==> config.mk <==
export PLATFORM = sky130hd
export DESIGN_NAME = raw_waw_scoreboard_flat
export DESIGN_NICKNAME = d
export VERILOG_FILES = /design/src/rtl/raw_waw_scoreboard_if.sv /design/src/rtl/raw_waw_scoreboard.sv /design/src/flat_wrapper.sv
export SDC_FILE = /design/constraint.sdc
export NUM_CORES = 1
export LEC_CHECK = 0
export ABC_AREA = 1
export BUFFER_PORTS_ARGS = -buffer_cell sky130_fd_sc_hd__buf_2
export CORE_ASPECT_RATIO = 1.1
export CORE_UTILIZATION = 55
export DETAILED_ROUTE_END_ITERATION = 8
export HOLD_SLACK_MARGIN = 0.1
export PLACE_DENSITY = 0.88
export SKIP_LAST_GASP = 1
export SYNTH_ARGS = -nofsm -noshare
export SYNTH_HDL_FRONTEND = slang
export SYNTH_SLANG_ARGS = --single-unit
==> constraint.sdc <==
create_clock -name clk -period 2.25 [get_ports clk]
set_input_delay 0.45 -clock clk [delete_from_list [all_inputs] [get_ports clk]]
set_output_delay 0.45 -clock clk [all_outputs]
set_load 0.01 [all_outputs]
==> src/rtl/raw_waw_scoreboard_if.sv <==
// Issue/flush/status bundle between decode and the RAW/WAW hazard scoreboard.
// master = decode side, slave = scoreboard.
interface raw_waw_scoreboard_if #(
  parameter int LATENCY = 3,
  parameter int ADDR_W  = 5
);
  localparam int CNT_W = $clog2(LATENCY + 1);

  logic                advance;
  logic                issue_valid;
  logic                issue_to_unit;
  logic                issue_reg_write;
  logic                issue_rd_fp;
  logic [ADDR_W-1:0]   issue_rd;
  logic [2:0]          issue_rs_used;
  logic [2:0]          issue_rs_fp;
  logic [ADDR_W-1:0]   issue_rs1;
  logic [ADDR_W-1:0]   issue_rs2;
  logic [ADDR_W-1:0]   issue_rs3;
  logic [LATENCY-1:0]  flush_mask;
  logic                stall;
  logic                accept;
  logic [LATENCY-1:0]  unit_clr;
  logic [CNT_W-1:0]    busy_count;

  modport master (
    output advance, issue_valid, issue_to_unit, issue_reg_write, issue_rd_fp,
           issue_rd, issue_rs_used, issue_rs_fp, issue_rs1, issue_rs2, issue_rs3,
           flush_mask,
    input  stall, accept, unit_clr, busy_count
  );

  modport slave (
    input  advance, issue_valid, issue_to_unit, issue_reg_write, issue_rd_fp,
           issue_rd, issue_rs_used, issue_rs_fp, issue_rs1, issue_rs2, issue_rs3,
           flush_mask,
    output stall, accept, unit_clr, busy_count
  );
endinterface

==> src/rtl/raw_waw_scoreboard.sv <==
// RAW/WAW issue scoreboard shadowing a LATENCY-deep fixed-latency unit.
// Optional macro SCOREBOARD_FWD_EN: writeback slot excluded from RAW (result forwarded).
module raw_waw_scoreboard #(
  parameter int LATENCY = 3,
  parameter int ADDR_W  = 5
) (
  input logic               clk,
  input logic               reset,
  raw_waw_scoreboard_if.slave sb
);
  localparam int CNT_W = $clog2(LATENCY + 1);
`ifdef SCOREBOARD_FWD_EN
  localparam int RAW_SLOTS = LATENCY - 1;
`else
  localparam int RAW_SLOTS = LATENCY;
`endif

  logic [LATENCY-1:0] ent_valid;
  logic [LATENCY-1:0] ent_fp;
  logic [ADDR_W-1:0]  ent_rd [LATENCY];
  logic [CNT_W-1:0]   busy_q;

  logic [LATENCY-1:0] nxt_valid;
  logic [LATENCY-1:0] nxt_fp;
  logic [ADDR_W-1:0]  nxt_rd [LATENCY];
  logic [CNT_W-1:0]   nxt_cnt;

  logic [ADDR_W-1:0]  src_addr [3];
  logic               raw_hit;
  logic               waw_hit;
  logic               record;

  assign src_addr[0] = sb.issue_rs1;
  assign src_addr[1] = sb.issue_rs2;
  assign src_addr[2] = sb.issue_rs3;

  always_comb begin
    raw_hit = 1'b0;
    waw_hit = 1'b0;
    for (int k = 0; k < LATENCY; k++) begin
      for (int s = 0; s < 3; s++) begin
        if (k < RAW_SLOTS && sb.issue_rs_used[s] && ent_valid[k] &&
            ent_rd[k] == src_addr[s] && ent_fp[k] == sb.issue_rs_fp[s])
          raw_hit = 1'b1;
      end
      // The writeback slot retires this cycle, so it cannot cause WAW.
      if (k < LATENCY - 1 && sb.issue_reg_write && ent_valid[k] &&
          ent_rd[k] == sb.issue_rd && ent_fp[k] == sb.issue_rd_fp)
        waw_hit = 1'b1;
    end
  end

  // Shadow contents are discarded on the reset edge, so hazards are masked in that cycle.
  assign sb.stall    = sb.issue_valid & (((raw_hit | waw_hit) & ~reset) | ~sb.advance);
  assign sb.accept   = sb.issue_valid & ~sb.stall & sb.advance;
  assign sb.unit_clr = sb.flush_mask;
  assign record      = sb.accept & sb.issue_to_unit & sb.issue_reg_write &
                       (sb.issue_rd_fp | (sb.issue_rd != '0));

  always_comb begin
    nxt_valid = ent_valid;
    nxt_fp    = ent_fp;
    for (int k = 0; k < LATENCY; k++) nxt_rd[k] = ent_rd[k];
    if (sb.advance) begin
      nxt_valid = {ent_valid[LATENCY-2:0], record};
      nxt_fp    = {ent_fp[LATENCY-2:0], sb.issue_rd_fp};
      nxt_rd[0] = sb.issue_rd;
      for (int k = 1; k < LATENCY; k++) nxt_rd[k] = ent_rd[k-1];
    end
    // Mask indexes post-edge slots, matching the unit's own delay-line clear.
    nxt_valid = nxt_valid & ~sb.flush_mask;
    nxt_cnt   = '0;
    for (int k = 0; k < LATENCY; k++) nxt_cnt = nxt_cnt + CNT_W'(nxt_valid[k]);
  end

  always_ff @(posedge clk) begin
    if (reset) begin
      ent_valid <= '0;
      ent_fp    <= '0;
      busy_q    <= '0;
      for (int k = 0; k < LATENCY; k++) ent_rd[k] <= '0;
    end else begin
      ent_valid <= nxt_valid;
      ent_fp    <= nxt_fp;
      busy_q    <= nxt_cnt;
      for (int k = 0; k < LATENCY; k++) ent_rd[k] <= nxt_rd[k];
    end
  end

  assign sb.busy_count = busy_q;
endmodule

==> src/flat_wrapper.sv <==
// flat-port wrapper written by rule: the top's interface ports become plain ports
module raw_waw_scoreboard_flat 
#(
  parameter int LATENCY = 3,
  parameter int ADDR_W  = 5
)
  (clk, reset, sb_advance, sb_issue_valid, sb_issue_to_unit, sb_issue_reg_write, sb_issue_rd_fp, sb_issue_rd, sb_issue_rs_used, sb_issue_rs_fp, sb_issue_rs1, sb_issue_rs2, sb_issue_rs3, sb_flush_mask, sb_stall, sb_accept, sb_unit_clr, sb_busy_count);
  raw_waw_scoreboard_if #(.LATENCY(LATENCY), .ADDR_W(ADDR_W)) sb_i ();
  input logic clk;
  input logic reset;
  input wire logic [$bits(sb_i.advance)-1:0] sb_advance;
  input wire logic [$bits(sb_i.issue_valid)-1:0] sb_issue_valid;
  input wire logic [$bits(sb_i.issue_to_unit)-1:0] sb_issue_to_unit;
  input wire logic [$bits(sb_i.issue_reg_write)-1:0] sb_issue_reg_write;
  input wire logic [$bits(sb_i.issue_rd_fp)-1:0] sb_issue_rd_fp;
  input wire logic [$bits(sb_i.issue_rd)-1:0] sb_issue_rd;
  input wire logic [$bits(sb_i.issue_rs_used)-1:0] sb_issue_rs_used;
  input wire logic [$bits(sb_i.issue_rs_fp)-1:0] sb_issue_rs_fp;
  input wire logic [$bits(sb_i.issue_rs1)-1:0] sb_issue_rs1;
  input wire logic [$bits(sb_i.issue_rs2)-1:0] sb_issue_rs2;
  input wire logic [$bits(sb_i.issue_rs3)-1:0] sb_issue_rs3;
  input wire logic [$bits(sb_i.flush_mask)-1:0] sb_flush_mask;
  output wire logic [$bits(sb_i.stall)-1:0] sb_stall;
  output wire logic [$bits(sb_i.accept)-1:0] sb_accept;
  output wire logic [$bits(sb_i.unit_clr)-1:0] sb_unit_clr;
  output wire logic [$bits(sb_i.busy_count)-1:0] sb_busy_count;
  assign sb_i.advance = sb_advance;
  assign sb_i.issue_valid = sb_issue_valid;
  assign sb_i.issue_to_unit = sb_issue_to_unit;
  assign sb_i.issue_reg_write = sb_issue_reg_write;
  assign sb_i.issue_rd_fp = sb_issue_rd_fp;
  assign sb_i.issue_rd = sb_issue_rd;
  assign sb_i.issue_rs_used = sb_issue_rs_used;
  assign sb_i.issue_rs_fp = sb_issue_rs_fp;
  assign sb_i.issue_rs1 = sb_issue_rs1;
  assign sb_i.issue_rs2 = sb_issue_rs2;
  assign sb_i.issue_rs3 = sb_issue_rs3;
  assign sb_i.flush_mask = sb_flush_mask;
  assign sb_stall = sb_i.stall;
  assign sb_accept = sb_i.accept;
  assign sb_unit_clr = sb_i.unit_clr;
  assign sb_busy_count = sb_i.busy_count;
  raw_waw_scoreboard #(.LATENCY(LATENCY), .ADDR_W(ADDR_W)) u_core (.clk(clk), .reset(reset), .sb(sb_i));
endmodule
==> results.cfg <==
[setup_path]
slowest_stage = dfxtp_2
end_kind = output pin
crit_type = reg2out
startpoint_type = flop
crit_family = simple AND/OR/NAND/NOR gates
cp_cell_sequence = buf_6, xnor2_2, nand2_1, nor2_1, nand2_1, nand2_1, nor2_2, nand3_2, nand2_2, nand2_2, nor2_1, buf_2
worst_path_most_repeated_cell = nand2_1
worst-path-buf-inv = 2
arrival_ns = 1.73
cp_max_fo = 5
slowest_delay_ns = 0.36
cp_data_required_time_ns = 1.80

[placed_design]
hpwl_mm = 4.65
io_buffers = 42
place_area_sq_mm = 0.00232
gp_congestion = 1.05

[global_routing]
grt_max_degree = 25
grtUsageTotal_pct = 32.7
grt_pass1_vias = 2271
antenna_found_initial = 0
grt_first_pass_wirelength_mm = 9.63
grt_overflow_total = 0

[floorplanning]
rows = 22
dieArea_sq_mm = 0.00392
start_util_pct = 59.2
die_width_um = 59.8
core-area_sq_mm = 0.00341
die_y_um = 65.6
io_pins = 43

[cells_and_area]
n_antenna_cell = 0
syn2layout_area_growth_pct = 22.0
nets = 469
drive_above_1_share_pct = 23.4
final_area_sq_mm = 0.00247

[timing]
finalHoldViolCount = 0
setup_viol = 0
relSlewSlack_pct = 79.4
rsz0062_at_grt = yes
max_freq_mhz = 459
min_period_ns = 2.18
slew_violations = 0
finClkSkew_ns = 0.00246
tns_ns = 0
fin_crit_sh_pct = 96.9
tightest_slew_ns = 0.309

[clocking]
clk_latency_ns = 0.32
ctsHtreeMaxLevel = 1
cts.sinks = 23
cts_buffers = 3
cts_tree = yes
clockRootBuffer = clkbuf_4
clockBufferDepth = 2
clk_pin_slew_ns = 0.12

[power]
p_per_area_mw_per_mm2 = 401
p_sw_share_pct = 36.5
clock_power_share_pct = 19.6
p_int_uw = 628
pwr-share-seq_pct = 47.2
p_switching_uw = 361
combPwrFrac_pct = 33.2
power_leakage_nw = 1.37
peakVddDrop_v = 0.000337

[synth]
synth.most_common_cell = nand2_1
synthTopCellsByCount = 159 x nand2_1, 59 x inv_1, 33 x nor2_1
ys_ff_latch = 23
synth_top_area_share_pct = 29.5
syn_inst = 383
yosysTopAreaCell = nand2_1
ys.flop_type = dfxtp_1
syn-cell-area_sq_mm = 0.00202
synth_cell_types = 20
syn_avg_cell_area_sq_um = 5.28
ys_warn_count = 0
async_flop_share_pct = 0
synth_area_leaders = nand2_1 30%, dfxtp_1 23%, inv_1 11%
syn-num-nets = 420
seq_area_frac_synth_pct = 22.8
synth-edff-count = 0

[drt]
wirelength_mm = 6.12
final_antenna_net_count = 0
first_pass_iters = 5
routed_via_density = 5.32
vias = 2550
drt_iter0_markers = 193
drc = 0
wl_per_cell_um = 12.8

[outcome]
status = completed

[min_path]
hold_class = in2reg

[job]
drv_cap = 0
final cells by class:
type,instances,area (sq um)
clock buffer,3,22.5
clock inverter,1,5.00
fill,351,947
inverter,64,250
multi-input combinational,286,1310
sequential,23,502
tap,48,60.1
timing repair buffer,54,315
sequential cells by signal, summed over array words and instances, names as in the netlist:
register,count
u_core.ent_fp,3
u_core.ent_valid,3
u_core.sb.busy_count,2
u_core.ent_rd,15
worst reg2reg max path, cell delays in order, from the launching register on:
cell	delay, ns
dfxtp_2	0.35
buf_4	0.15
xnor2_2	0.14
nand2_1	0.07
nor2_2	0.12
nand2_1	0.07
nand2_1	0.07
nor2_2	0.04
nand3_2	0.07
nand2_2	0.07
nand4_1	0.07
nand2_1	0.06
nand2_2	0.06
inv_1	0.05
fa_1	0.53
inv_1	0.04
nor2_1	0.08
metrics by stage:
stage               setup WS, ns  util [%]  hold slack, ns  power [mW]  instances
finish                    0.0703      72.3           0.294       0.988        479
global route             -0.0778      72.3           0.302        1.04        479
CTS                     -0.00826      70.4           0.295       0.976        479
detailed placement      -0.00311      67.9           0.505       0.773        474
global placement          0.0115      67.9           0.501       0.768        474
floorplan                  0.272         -           0.517       0.653        383
per-layer routing:
layer / track usage (%) / wire length [um]
met1: 40.5 / 2420
met2: 56.3 / 2900
met3: 2.95 / 577
met4: 14.5 / 224
met5: 0 / 0
kinds of logic after synthesis:
logic type	Yosys count	share of synthesized area (%)
simple gates	222	43.8
buf+inv	74	14.7
compound gates	53	13.4
flops	23	22.8
xor+xnor	10	4.33
fa+ha+maj	1	0.991
final timing paths:
check	start	to	slack [ns]	cells after the start
worst max-delay path	u_core.ent_rd[0][2]$_SDFFE_PP0P_	sb_accept	0.07	12
worst max register to register	u_core.ent_rd[0][1]$_SDFFE_PP0P_	u_core.sb.busy_count[0]$_SDFF_PP0_	0.17	16
worst min-delay path	sb_flush_mask[2]	u_core.ent_valid[2]$_SDFF_PP0_	0.29	2
worst min register to register	u_core.ent_rd[0][5]$_SDFFE_PP0P_	u_core.ent_rd[0][10]$_SDFFE_PP0P_	0.52	2
timing repair:
action                                  CTS  global route
pin swaps                                11            11
resized for setup                        25            26
endpoints found under the setup margin    2             3
hold buffers                              0             0
setup buffers                             2             0
power groups by stage:
stage	Clock (mW)	Combinational [mW]	Sequential, mW
CTS	0.195	0.315	0.465
detailed placement	0	0.302	0.471
global route	0.205	0.366	0.468
global placement	0	0.297	0.471
finish	0.193	0.328	0.466
floorplan	0	0.188	0.465
cells in the final DEF, fill, tap and decap left out, types with 2 or more instances in the layout:
cell,netlist,layout
nor2_2,2,5
inv_1,59,55
xnor2_2,0,3
nand3_1,14,13
xnor2_1,6,3
nor2_1,33,30
xor2_1,4,4
a21oi_1,26,26
dfxtp_2,0,12
buf_2,0,42
inv_4,0,4
o21ai_0,25,23
o211ai_1,2,2
buf_4,5,8
dfxtp_4,0,7
dfxtp_1,23,4
clkbuf_4,0,3
nand2_2,2,5
nor3_1,4,3
inv_2,5,5
nor4_1,3,3
o21ai_1,0,2
buf_6,0,4
nand2_1,159,156
nand4_1,4,4
(Power assumes the default switching activity.)
